## src/rtl/fmul_72bit_fract_mul_iter.sv

```systemverilog
// fmul_72bit_fract_mul_iter: front-end multiply stage of the 72-bit FP multiplier.
// Unpacks operands, forms sign/exponent/flags and an iterative 120-bit mantissa product.
module fmul_72bit_fract_mul_iter #(
    parameter int RADIX_BITS = 4,
    parameter int EXP_BIAS   = 2047
) (
    input  logic         iCLOCK,
    input  logic         iRESET_SYNC,
    input  logic         iDATA_VALID,
    output logic         oDATA_BUSY,
    input  logic [71:0]  iDATA_A,
    input  logic [71:0]  iDATA_B,
    output logic         oDATA_VALID,
    input  logic         iDATA_BUSY,
    output logic         oDATA_SIGN,
    output logic [12:0]  oDATA_EXP,
    output logic [119:0] oDATA_FRACT,
    output logic         oDATA_EXCEPT_EXP_A0,
    output logic         oDATA_EXCEPT_EXP_B0,
    output logic         oDATA_EXCEPT_EXP_A1,
    output logic         oDATA_EXCEPT_EXP_B1,
    output logic         oDATA_EXCEPT_FRACT_A0,
    output logic         oDATA_EXCEPT_FRACT_B0
);

    localparam int K = 60 / RADIX_BITS;
    localparam logic [5:0] LAST = 6'(K - 1);

    typedef enum logic [1:0] {
        IDLE,
        CALC,
        DONE
    } state_t;

    state_t state;
    state_t state_next;

    logic                  accept;
    logic                  last;
    logic [11:0]           exp_a;
    logic [11:0]           exp_b;
    logic [12:0]           exp_sum;
    logic [59:0]           ma;
    logic [59:0]           mb;
    logic                  sign_r;
    logic [12:0]           exp_r;
    logic [5:0]            flag_r;
    logic [119:0]          acc;
    logic [119:0]          acc_next;
    logic [5:0]            cnt;
    logic [RADIX_BITS-1:0] digit;

    assign exp_a   = iDATA_A[70:59];
    assign exp_b   = iDATA_B[70:59];
    assign exp_sum = {1'b0, exp_a} + {1'b0, exp_b} - 13'(EXP_BIAS);
    assign last    = (cnt == LAST);

    // mb is shifted left each cycle, so its top slice is the next digit
    assign digit    = mb[59 -: RADIX_BITS];
    assign acc_next = (acc << RADIX_BITS)
                    + ({60'd0, ma} * {{(120 - RADIX_BITS){1'b0}}, digit});

    always_ff @(posedge iCLOCK) begin
        if (iRESET_SYNC) begin
            state <= IDLE;
        end else begin
            state <= state_next;
        end
    end

    always_comb begin
        state_next = state;
        oDATA_BUSY = 1'b0;
        accept     = 1'b0;
        unique case (state)
            IDLE: begin
                if (iDATA_VALID) begin
                    accept     = 1'b1;
                    state_next = CALC;
                end
            end
            CALC: begin
                oDATA_BUSY = 1'b1;
                if (last) begin
                    state_next = DONE;
                end
            end
            DONE: begin
                if (iDATA_BUSY) begin
                    oDATA_BUSY = 1'b1;
                end else if (iDATA_VALID) begin
                    accept     = 1'b1;
                    state_next = CALC;
                end else begin
                    state_next = IDLE;
                end
            end
            default: state_next = IDLE;
        endcase
    end

    always_ff @(posedge iCLOCK) begin
        if (iRESET_SYNC) begin
            ma                    <= '0;
            mb                    <= '0;
            sign_r                <= 1'b0;
            exp_r                 <= '0;
            flag_r                <= '0;
            acc                   <= '0;
            cnt                   <= '0;
            oDATA_VALID           <= 1'b0;
            oDATA_SIGN            <= 1'b0;
            oDATA_EXP             <= '0;
            oDATA_FRACT           <= '0;
            oDATA_EXCEPT_EXP_A0   <= 1'b0;
            oDATA_EXCEPT_EXP_B0   <= 1'b0;
            oDATA_EXCEPT_EXP_A1   <= 1'b0;
            oDATA_EXCEPT_EXP_B1   <= 1'b0;
            oDATA_EXCEPT_FRACT_A0 <= 1'b0;
            oDATA_EXCEPT_FRACT_B0 <= 1'b0;
        end else begin
            if (accept) begin
                ma     <= {(exp_a != 12'd0), iDATA_A[58:0]};
                mb     <= {(exp_b != 12'd0), iDATA_B[58:0]};
                sign_r <= iDATA_A[71] ^ iDATA_B[71];
                exp_r  <= exp_sum;
                flag_r <= {(exp_a == 12'd0), (exp_b == 12'd0),
                           (exp_a == 12'hFFF), (exp_b == 12'hFFF),
                           (iDATA_A[58:0] == 59'd0),
                           (iDATA_B[58:0] == 59'd0)};
                acc    <= '0;
                cnt    <= '0;
            end else if (state == CALC) begin
                acc <= acc_next;
                mb  <= mb << RADIX_BITS;
                cnt <= cnt + 6'd1;
            end

            if (state == CALC && last) begin
                oDATA_VALID           <= 1'b1;
                oDATA_SIGN            <= sign_r;
                oDATA_EXP             <= exp_r;
                oDATA_FRACT           <= acc_next;
                oDATA_EXCEPT_EXP_A0   <= flag_r[5];
                oDATA_EXCEPT_EXP_B0   <= flag_r[4];
                oDATA_EXCEPT_EXP_A1   <= flag_r[3];
                oDATA_EXCEPT_EXP_B1   <= flag_r[2];
                oDATA_EXCEPT_FRACT_A0 <= flag_r[1];
                oDATA_EXCEPT_FRACT_B0 <= flag_r[0];
            end else if (state == DONE && !iDATA_BUSY) begin
                oDATA_VALID <= 1'b0;
            end
        end
    end

endmodule

```

## config.mk

```make
export PLATFORM = sky130hd
export DESIGN_NAME = fmul_72bit_fract_mul_iter
export DESIGN_NICKNAME = d
export VERILOG_FILES = /design/src/rtl/fmul_72bit_fract_mul_iter.sv
export SDC_FILE = /design/constraint.sdc
export NUM_CORES = 1
export LEC_CHECK = 0
export ABC_AREA = 1
export CAP_MARGIN = 10
export CORE_ASPECT_RATIO = 1.25
export CORE_MARGIN = 2
export CORE_UTILIZATION = 55
export CTS_CLUSTER_SIZE = 10
export DETAILED_ROUTE_END_ITERATION = 10
export GPL_ROUTABILITY_DRIVEN = 0
export PLACE_DENSITY = 0.77
export SETUP_SLACK_MARGIN = 0.1
export SLEW_MARGIN = 10
export SYNTH_ARGS = -nofsm -noshare
export SYNTH_HDL_FRONTEND = slang
export SYNTH_SLANG_ARGS = --single-unit
```

## constraint.sdc

```tcl
create_clock -name iCLOCK -period 7.66 [get_ports iCLOCK]
set_clock_uncertainty 0.1 [all_clocks]
set_input_delay 1.915 -clock iCLOCK [delete_from_list [all_inputs] [get_ports iCLOCK]]
set_output_delay 1.915 -clock iCLOCK [all_outputs]
set_load 0.05 [all_outputs]
```

* Word-level counts from Yosys, hierarchy flattened
Cells that the tools add are included.
Operators by class: $add $sub $neg 4, multipliers 1, equal/unequal tests 8, multiplexer cells 14, bitwise logic cells 1, reduce and logical (&&, ||, !) cells 14
Operator list (number):
- $add 120x64->120 | 1
- $mux 60 | 2
- $logic_not 59->1 | 2
- $mul 60x4->64 | 1
- $eq 12x12->1 const B | 2
- $logic_not 12->1 | 2
- $reduce_bool 12->1 | 2
- $add 12x12->13 | 1
- $sub 13x11->13 const B | 1
- $add 6x1->6 const B | 1
- $eq 6x4->1 const B | 1
- $mux 1 | 6
- $mux 2 | 3
- $ne 2x2->1 const B | 3
- $pmux 2 s3 | 1
- $pmux 1 s2 | 2
- $reduce_bool 2->1 | 2
- $reduce_and 3->1 | 1
- $eq 2x1->1 const B | 1
- $eq 2x2->1 const B | 1
- $logic_and 1x1->1 | 2
- $logic_not 2->1 | 1
- $reduce_or 2->1 | 1
- $logic_not 1->1 | 1
- $xor 1x1->1 | 1
Word-level totals: register bits 405, word-level logic and storage cells 60

* Logic depth before layout (Yosys ltp)
Gate-level depths: netlist (run 1).
depth in word-level cells 4, depth in mapped cells 27, mapped depth without buffers 25

* Least setup slack after synthesis (run 1)
No wires, ideal clock.
path kind input port to output port, start input port iDATA_BUSY, end output port oDATA_BUSY, arrival time 3.089 ns, data required time 5.645 ns, path slack 2.556 ns, stages on the path 2, path buffers 0, cell sequence nand2_1 > a21boi_0
On the way: word-level cells in the longest chain between the ends 2
RTL lines:
- start, declared | RTL line 14 | input logic iDATA_BUSY,
- $mux 1 | RTL line 89 | if (iDATA_BUSY) begin
- $pmux 1 s2 | RTL line 75 | unique case (state)
- end, declared | RTL line 10 | output logic oDATA_BUSY,
Every way passes these cells.

* Worst setup path after layout (run 1)
start register mb[57], end register acc[79]
On the way: word-level cells in the longest chain between the ends 2
RTL lines:
- start, declared | RTL line 44 | logic [59:0] mb;
- start signal, assigned | RTL line 124 | mb <= {(exp_b != 12'd0), iDATA_B[58:0]};
- start signal, assigned | RTL line 135 | mb <= mb << RADIX_BITS;
- $mul 60x4->64 | RTL line 61 | + ({60'd0, ma} * {{(120 - RADIX_BITS){1'b0}}, digit});
- $add 120x64->120 | RTL line 61
- end signal, assigned | RTL line 134 | acc <= acc_next;
- end, declared | RTL line 48 | logic [119:0] acc;
Every way passes these cells. A chain may end at the register's enable or synchronous reset.

==> qor.csv, run 1 <==
metric,value,unit
status,"complete, no violations",
cts_tree,built,
port_buffers,289,
final.fill_count,5319,
htreeDepth,2,
fp.dieArea,59290,µm²
finalHoldViolCount,0,
die_x,218.2,µm
die_h,271.7,µm
ys_seq_elements,405,
post_drt_via_cell_ratio,5.290,
crit_chain,buf_4 -> nand2_1 -> inv_1 -> fa_1 -> fa_1 -> inv_1 -> fa_1 -> fa_1 -> inv_1 -> nand3_1 -> nand3_1 -> nand2_1 -> nand2_2 -> nand2_1 -> nand2_1 -> nand2_1 -> nand3b_1 -> nand2_1 -> nand3_1 -> nand3_1 -> nand2_1 -> inv_1,
rows,98,
crit_arrival,6.18,ns
required,8.08,ns
core,56890,µm²
ys.flop_type,dfxtp_1,
min_period,5.757,ns
clock.fmax,173.7,MHz
multi_input_area,18190,µm²
cts.sinks,405,
routed_wl,100700,µm
post_cts_buffers,0,
max_stage_delay,0.80,ns
io_pins,290,
drc_errors,0,
drt-initial-drc-count,2681,
vdd_drop_max,202.5,µV
slew_headroom,0.3054,
postSynthNetCount,5305,
areaGrowthSynthToFinish,15.37,%
yosysSeqAreaShare,0.2571,
postCtsHoldBufs,0,
hold_path.class,reg -> reg,
rsz0062_at_grt,false,
cts_root_buf,clkbuf_16,
drive_above_1_share,0.03640,
track_usage,0.3401,
drtAntennaViolNets,0,
total_power,0.007627,W
setup_ws,1.903,ns
path_class,reg -> reg,
place_ws,2.113,ns
antenna_found_initial,1,
seqCellArea,8113,µm²
vias,31007,
end_kind,flop,
drv_slew,0,
synth_edf_count,0,
worstMarginPinSlew,1.039,ns
synth.distinct_cells,49,
design_area,36390,µm²
crit_path_top_delay_cell,dfxtp_2,
maxCapViolCount,0,
power_leakage,20.16,nW
worstSkewPairLatency,0.62,ns
synthCells,4880,
power_density,209.6,nW/µm²
finalSetupViolCount,0,
crit_path_start_kind,flop,
grt_max_degree,79,
cp_common_cell,nand2_1,
period_share,0.7515,
reg2reg_slack,1.90,ns
fin_nets,5518,
yosys_warnings,0,
grt_pass1_vias,29801,
crit_fanout,32,
cts_resized,0,
avgSynthCellArea,6.463,µm²
clkTransAtPathRegs,0.06,ns
synthArstFlopShare,0,
grt-ovfl-total,0,
first_pass_iters,6,
fin_tns_setup,0,ns
post-dp-hpwl,77420,µm
syn_area,31540,µm²
numCtsBuffers,49,
start_util,0.5543,
postPlaceCellArea,34990,µm²
routedWlPerCell,17.18,µm
grt_pass1_wl,157700,µm
clock_path_buffers,3,
-- layout by cell type, fill, tap and decap left out, types with 11 or more instances in the layout --
cell / instances
a21oi_1: 184
a22o_1: 35
buf_4: 22
clkbuf_16: 49
clkdlybuf4s50_1: 289
dfxtp_1: 401
fa_1: 176
ha_1: 100
inv_1: 1230
inv_2: 15
mux2i_1: 52
nand2_1: 1392
nand3_1: 248
nand3_2: 17
nand4_1: 49
nor2_1: 253
nor2_2: 20
nor3_1: 41
nor3_2: 18
nor4_1: 34
o211ai_1: 11
o21a_1: 72
o21ai_0: 201
o21bai_1: 41
xnor2_1: 15
xor2_1: 42
-- final timing paths --
kind / startpoint / end / cells after the start
worst min-delay path: flag_r[1] / flag_r[1] / 2
worst max-delay path: mb[57] / acc[79] / 22
worst max register to register: mb[57] / acc[79] / 22
worst min register to register: flag_r[1] / flag_r[1] / 2
-- flip-flops by register name, indices dropped and copies added (netlist names) --
name                   cells
acc                      116
oDATA_EXCEPT_EXP_B0        1
oDATA_SIGN                 1
oDATA_EXCEPT_FRACT_A0      1
oDATA_EXCEPT_EXP_A1        1
oDATA_EXCEPT_FRACT_B0      1
ma                        60
mb                        60
oDATA_FRACT              120
sign_r                     1
oDATA_VALID                1
cnt                        6
oDATA_EXP                 13
flag_r                     6
exp_r                     13
state                      2
oDATA_EXCEPT_EXP_B1        1
oDATA_EXCEPT_EXP_A0        1
-- per-stage QoR --
stage / hold slack [ns] / instances / utilization
2_1_floorplan: 0.3237 / 4880 / -
3_3_place_gp: 0.3402 / 5792 / 0.6150
3_5_place_dp: 0.3404 / 5792 / 0.6150
4_1_cts: 0.3561 / 5860 / 0.6395
5_1_grt: 0.3777 / 5861 / 0.6395
6_report: 0.3560 / 5861 / 0.6395
-- worst max-delay path, delay by kind of cell (launching register included) --
kind / cells / cell delay (ns)
and+or+nand+nor: 13 / 2.03
adders and majority gates: 4 / 1.97
DFF: 1 / 0.80
buffers and inverters: 5 / 0.72
-- final cells by class --
| cell class | instances | area share |
|---|---|---|
| timing repair buffer | 311 | 0.08404 |
| clock inverter | 9 | 0.002545 |
| tap | 750 | 0.02579 |
| multi-input combinational | 3078 | 0.4998 |
| clock buffer | 59 | 0.03583 |
| inverter | 1248 | 0.1290 |
| sequential | 405 | 0.2230 |
| antenna | 1 | 0.00006877 |
-- cell families (layout without fill, tap and decap cells) --
logic type,after synthesis,after routing,synth area share
muxes,52,52,0.01650
buffers and inverters,1397,1627,0.1672
and+or+nand+nor,2117,2117,0.2836
DFF,405,405,0.2571
adders and majority gates,277,277,0.1518
xor gates and xnor gates,57,57,0.01583
other,0,1,0
AOI/OAI and AO/OA,575,575,0.1080
-- power breakdown --
| group | internal (W) | switching, W | leakage (nW) |
|---|---|---|---|
| clock network | 0.00119 | 0.000962 | 0.689 |
| logic | 0.000908 | 0.00176 | 16.2 |
| registers | 0.00244 | 0.000361 | 3.30 |
| total | 0.00454 | 0.00308 | 20.2 |
-- routing by layer --
layer  routed length [µm]  GRT usage
met5                    0          0
met3                 8507    0.05524
met1                38480     0.4105
met4                 7763     0.2241
met2                45940     0.5586
-- cells in the mapped netlist (34+ instances only) --
cell | instances | share of area
nor2_1 | 254 | 0.030
a22o_1 | 35 | 0.0097
o21bai_1 | 41 | 0.0098
clkbuf_1 | 111 | 0.013
mux2i_1 | 52 | 0.017
a21oi_1 | 184 | 0.029
dfxtp_1 | 405 | 0.26
nor3_1 | 41 | 0.0065
nand3_1 | 248 | 0.039
nand2_1 | 1392 | 0.17
nand4_1 | 49 | 0.0097
xor2_1 | 42 | 0.012
o21a_1 | 72 | 0.017
fa_1 | 176 | 0.11
ha_1 | 101 | 0.040
inv_1 | 1231 | 0.15
o21ai_0 | 201 | 0.032
nor4_1 | 34 | 0.0067
Note: power is estimated with default switching activity, not from simulation.
==> run 2: changes to the inputs <==
Clock period 7.66 ns to 5.7 ns, I/O delays scaled along.
==> qor.csv, run 2 (synthesized netlist as in run 1, its figures left out) <==
metric,value,unit
track_usage,0.3431,
die_x,218.2,µm
grt_pass1_wl,159800,µm
hold_path.class,reg -> reg,
clock.fmax,189.2,MHz
fp.dieArea,59290,µm²
htreeDepth,2,
rows,98,
first_pass_iters,9,
regMostFlops,oDATA_FRACT,
fin_hold_ws,0.3578,ns
rsz0062_at_grt,false,
finalSetupViolCount,0,
power_density,281.9,nW/µm²
routed_wl,101700,µm
max_stage_delay,0.57,ns
post_drt_via_cell_ratio,5.325,
vdd_drop_max,244.0,µV
cts_tree,built,
end_kind,flop,
port_buffers,289,
routedWlPerCell,17.33,µm
slew_headroom,0.2508,
finalHoldViolCount,0,
path_class,reg -> reg,
period_share,0.9272,
multi_input_area,18190,µm²
final.fill_count,5300,
post-dp-hpwl,78260,µm
cts.sinks,405,
clock_path_buffers,3,
crit_path_top_delay_cell,dfxtp_4,
top_regs,"oDATA_FRACT (120), acc (116)",
grt_pass1_vias,30267,
fin_util,0.6414,
crit_fanout,23,
vias,31242,
drtAntennaViolNets,0,
min_period,5.285,ns
required,6.16,ns
io_pins,290,
crit_arrival,5.74,ns
drt-initial-drc-count,2835,
areaGrowthSynthToFinish,15.71,%
die_h,271.7,µm
drive_above_1_share,0.03715,
antenna_found_initial,2,
drv_slew,0,
clkTransAtPathRegs,0.07,ns
cts_root_buf,clkbuf_16,
postCtsHoldBufs,0,
reg2reg_slack,0.41,ns
start_util,0.5543,
power_leakage,20.21,nW
grt_max_degree,220,
grt-ovfl-total,0,
drc_errors,0,
maxCapViolCount,0,
worstMarginPinSlew,1.124,ns
critical_path_buf_inv_count,7,
crit_path_start_kind,flop,
worstSkewPairLatency,0.62,ns
seqCellArea,8115,µm²
critPathTopFamily,adder cells,
fin_nets,5526,
layout_commonest_cell,nand2_1,
total_power,0.01029,W
numCtsBuffers,48,
cp_common_cell,inv_1,
final_cell_mix,"nand2_1 (1392), inv_1 (1230), dfxtp_1 (401)",
fin_tns_setup,0,ns
crit_chain,buf_4 -> nand2_1 -> inv_1 -> fa_1 -> fa_1 -> inv_1 -> fa_1 -> inv_1 -> ha_1 -> nand2_1 -> nor2_1 -> inv_1 -> nor2_1 -> nand3_1 -> nand3_2 -> nand2_1 -> nand2_2 -> xor2_1 -> buf_4 -> o21ai_0 -> inv_1,
core,56890,µm²
status,"complete, no violations",
largest_reg_flops,120,
## run 2: worst reg2reg max path: stages (launching register included)
cell and delay (ns):
dfxtp_4 0.57, buf_4 0.34, nand2_1 0.08, inv_1 0.08
fa_1 0.45, fa_1 0.54, inv_1 0.06, fa_1 0.50
inv_1 0.05, ha_1 0.36, nand2_1 0.12, nor2_1 0.24
inv_1 0.07, nor2_1 0.34, nand3_1 0.27, nand3_2 0.26
nand2_1 0.10, nand2_2 0.14, xor2_1 0.20, buf_4 0.19
o21ai_0 0.08, inv_1 0.08
## run 2: layout make-up
cell class	instances	area share
well taps	750	0.02572
repair buffers	320	0.08771
clock inverters	6	0.002332
diodes	2	0.0001372
clock buffers	58	0.03477
multi-input cells	3078	0.4984
flip-flops and latches	405	0.2224
inverters	1248	0.1286
## run 2: power by group
group          switching [W]  internal [W]  total, W
clock                0.00126       0.00156   0.00283
sequential          0.000459       0.00328   0.00374
combinational        0.00245       0.00127   0.00372
## run 2: worst paths after layout
check / start / to / depth (start not counted)
min reg2reg: flag_r[1] / flag_r[1] / 2
max reg2reg: mb[58] / acc[43] / 21
min: flag_r[1] / flag_r[1] / 2
max: mb[58] / acc[43] / 21
## run 2: through the flow
stage	cell area, µm²	cells	setup slack [ns]
2_1_floorplan	31540	4880	1.551
5_1_grt	36490	5867	0.2876
4_1_cts	36480	5865	0.4179
3_5_place_dp	35130	5801	0.4586
6_report	36490	5867	0.4147
3_3_place_gp	35130	5801	0.5033
## run 2: metal layers
metal	share of wire	up-vias	global-route usage	routed length [µm]
met4	0.075	0	0.2225	7663
met3	0.082	377	0.05669	8322
met1	0.38	14318	0.4128	38950
met2	0.46	1406	0.5662	46770
li1	-	15141	-	-
met5	0	-	0	0
## run 2: timing repair
action / CTS / global route
resized for setup: 0 / 1
setup buffers: 0 / 0
endpoints found under the setup margin: 0 / 5
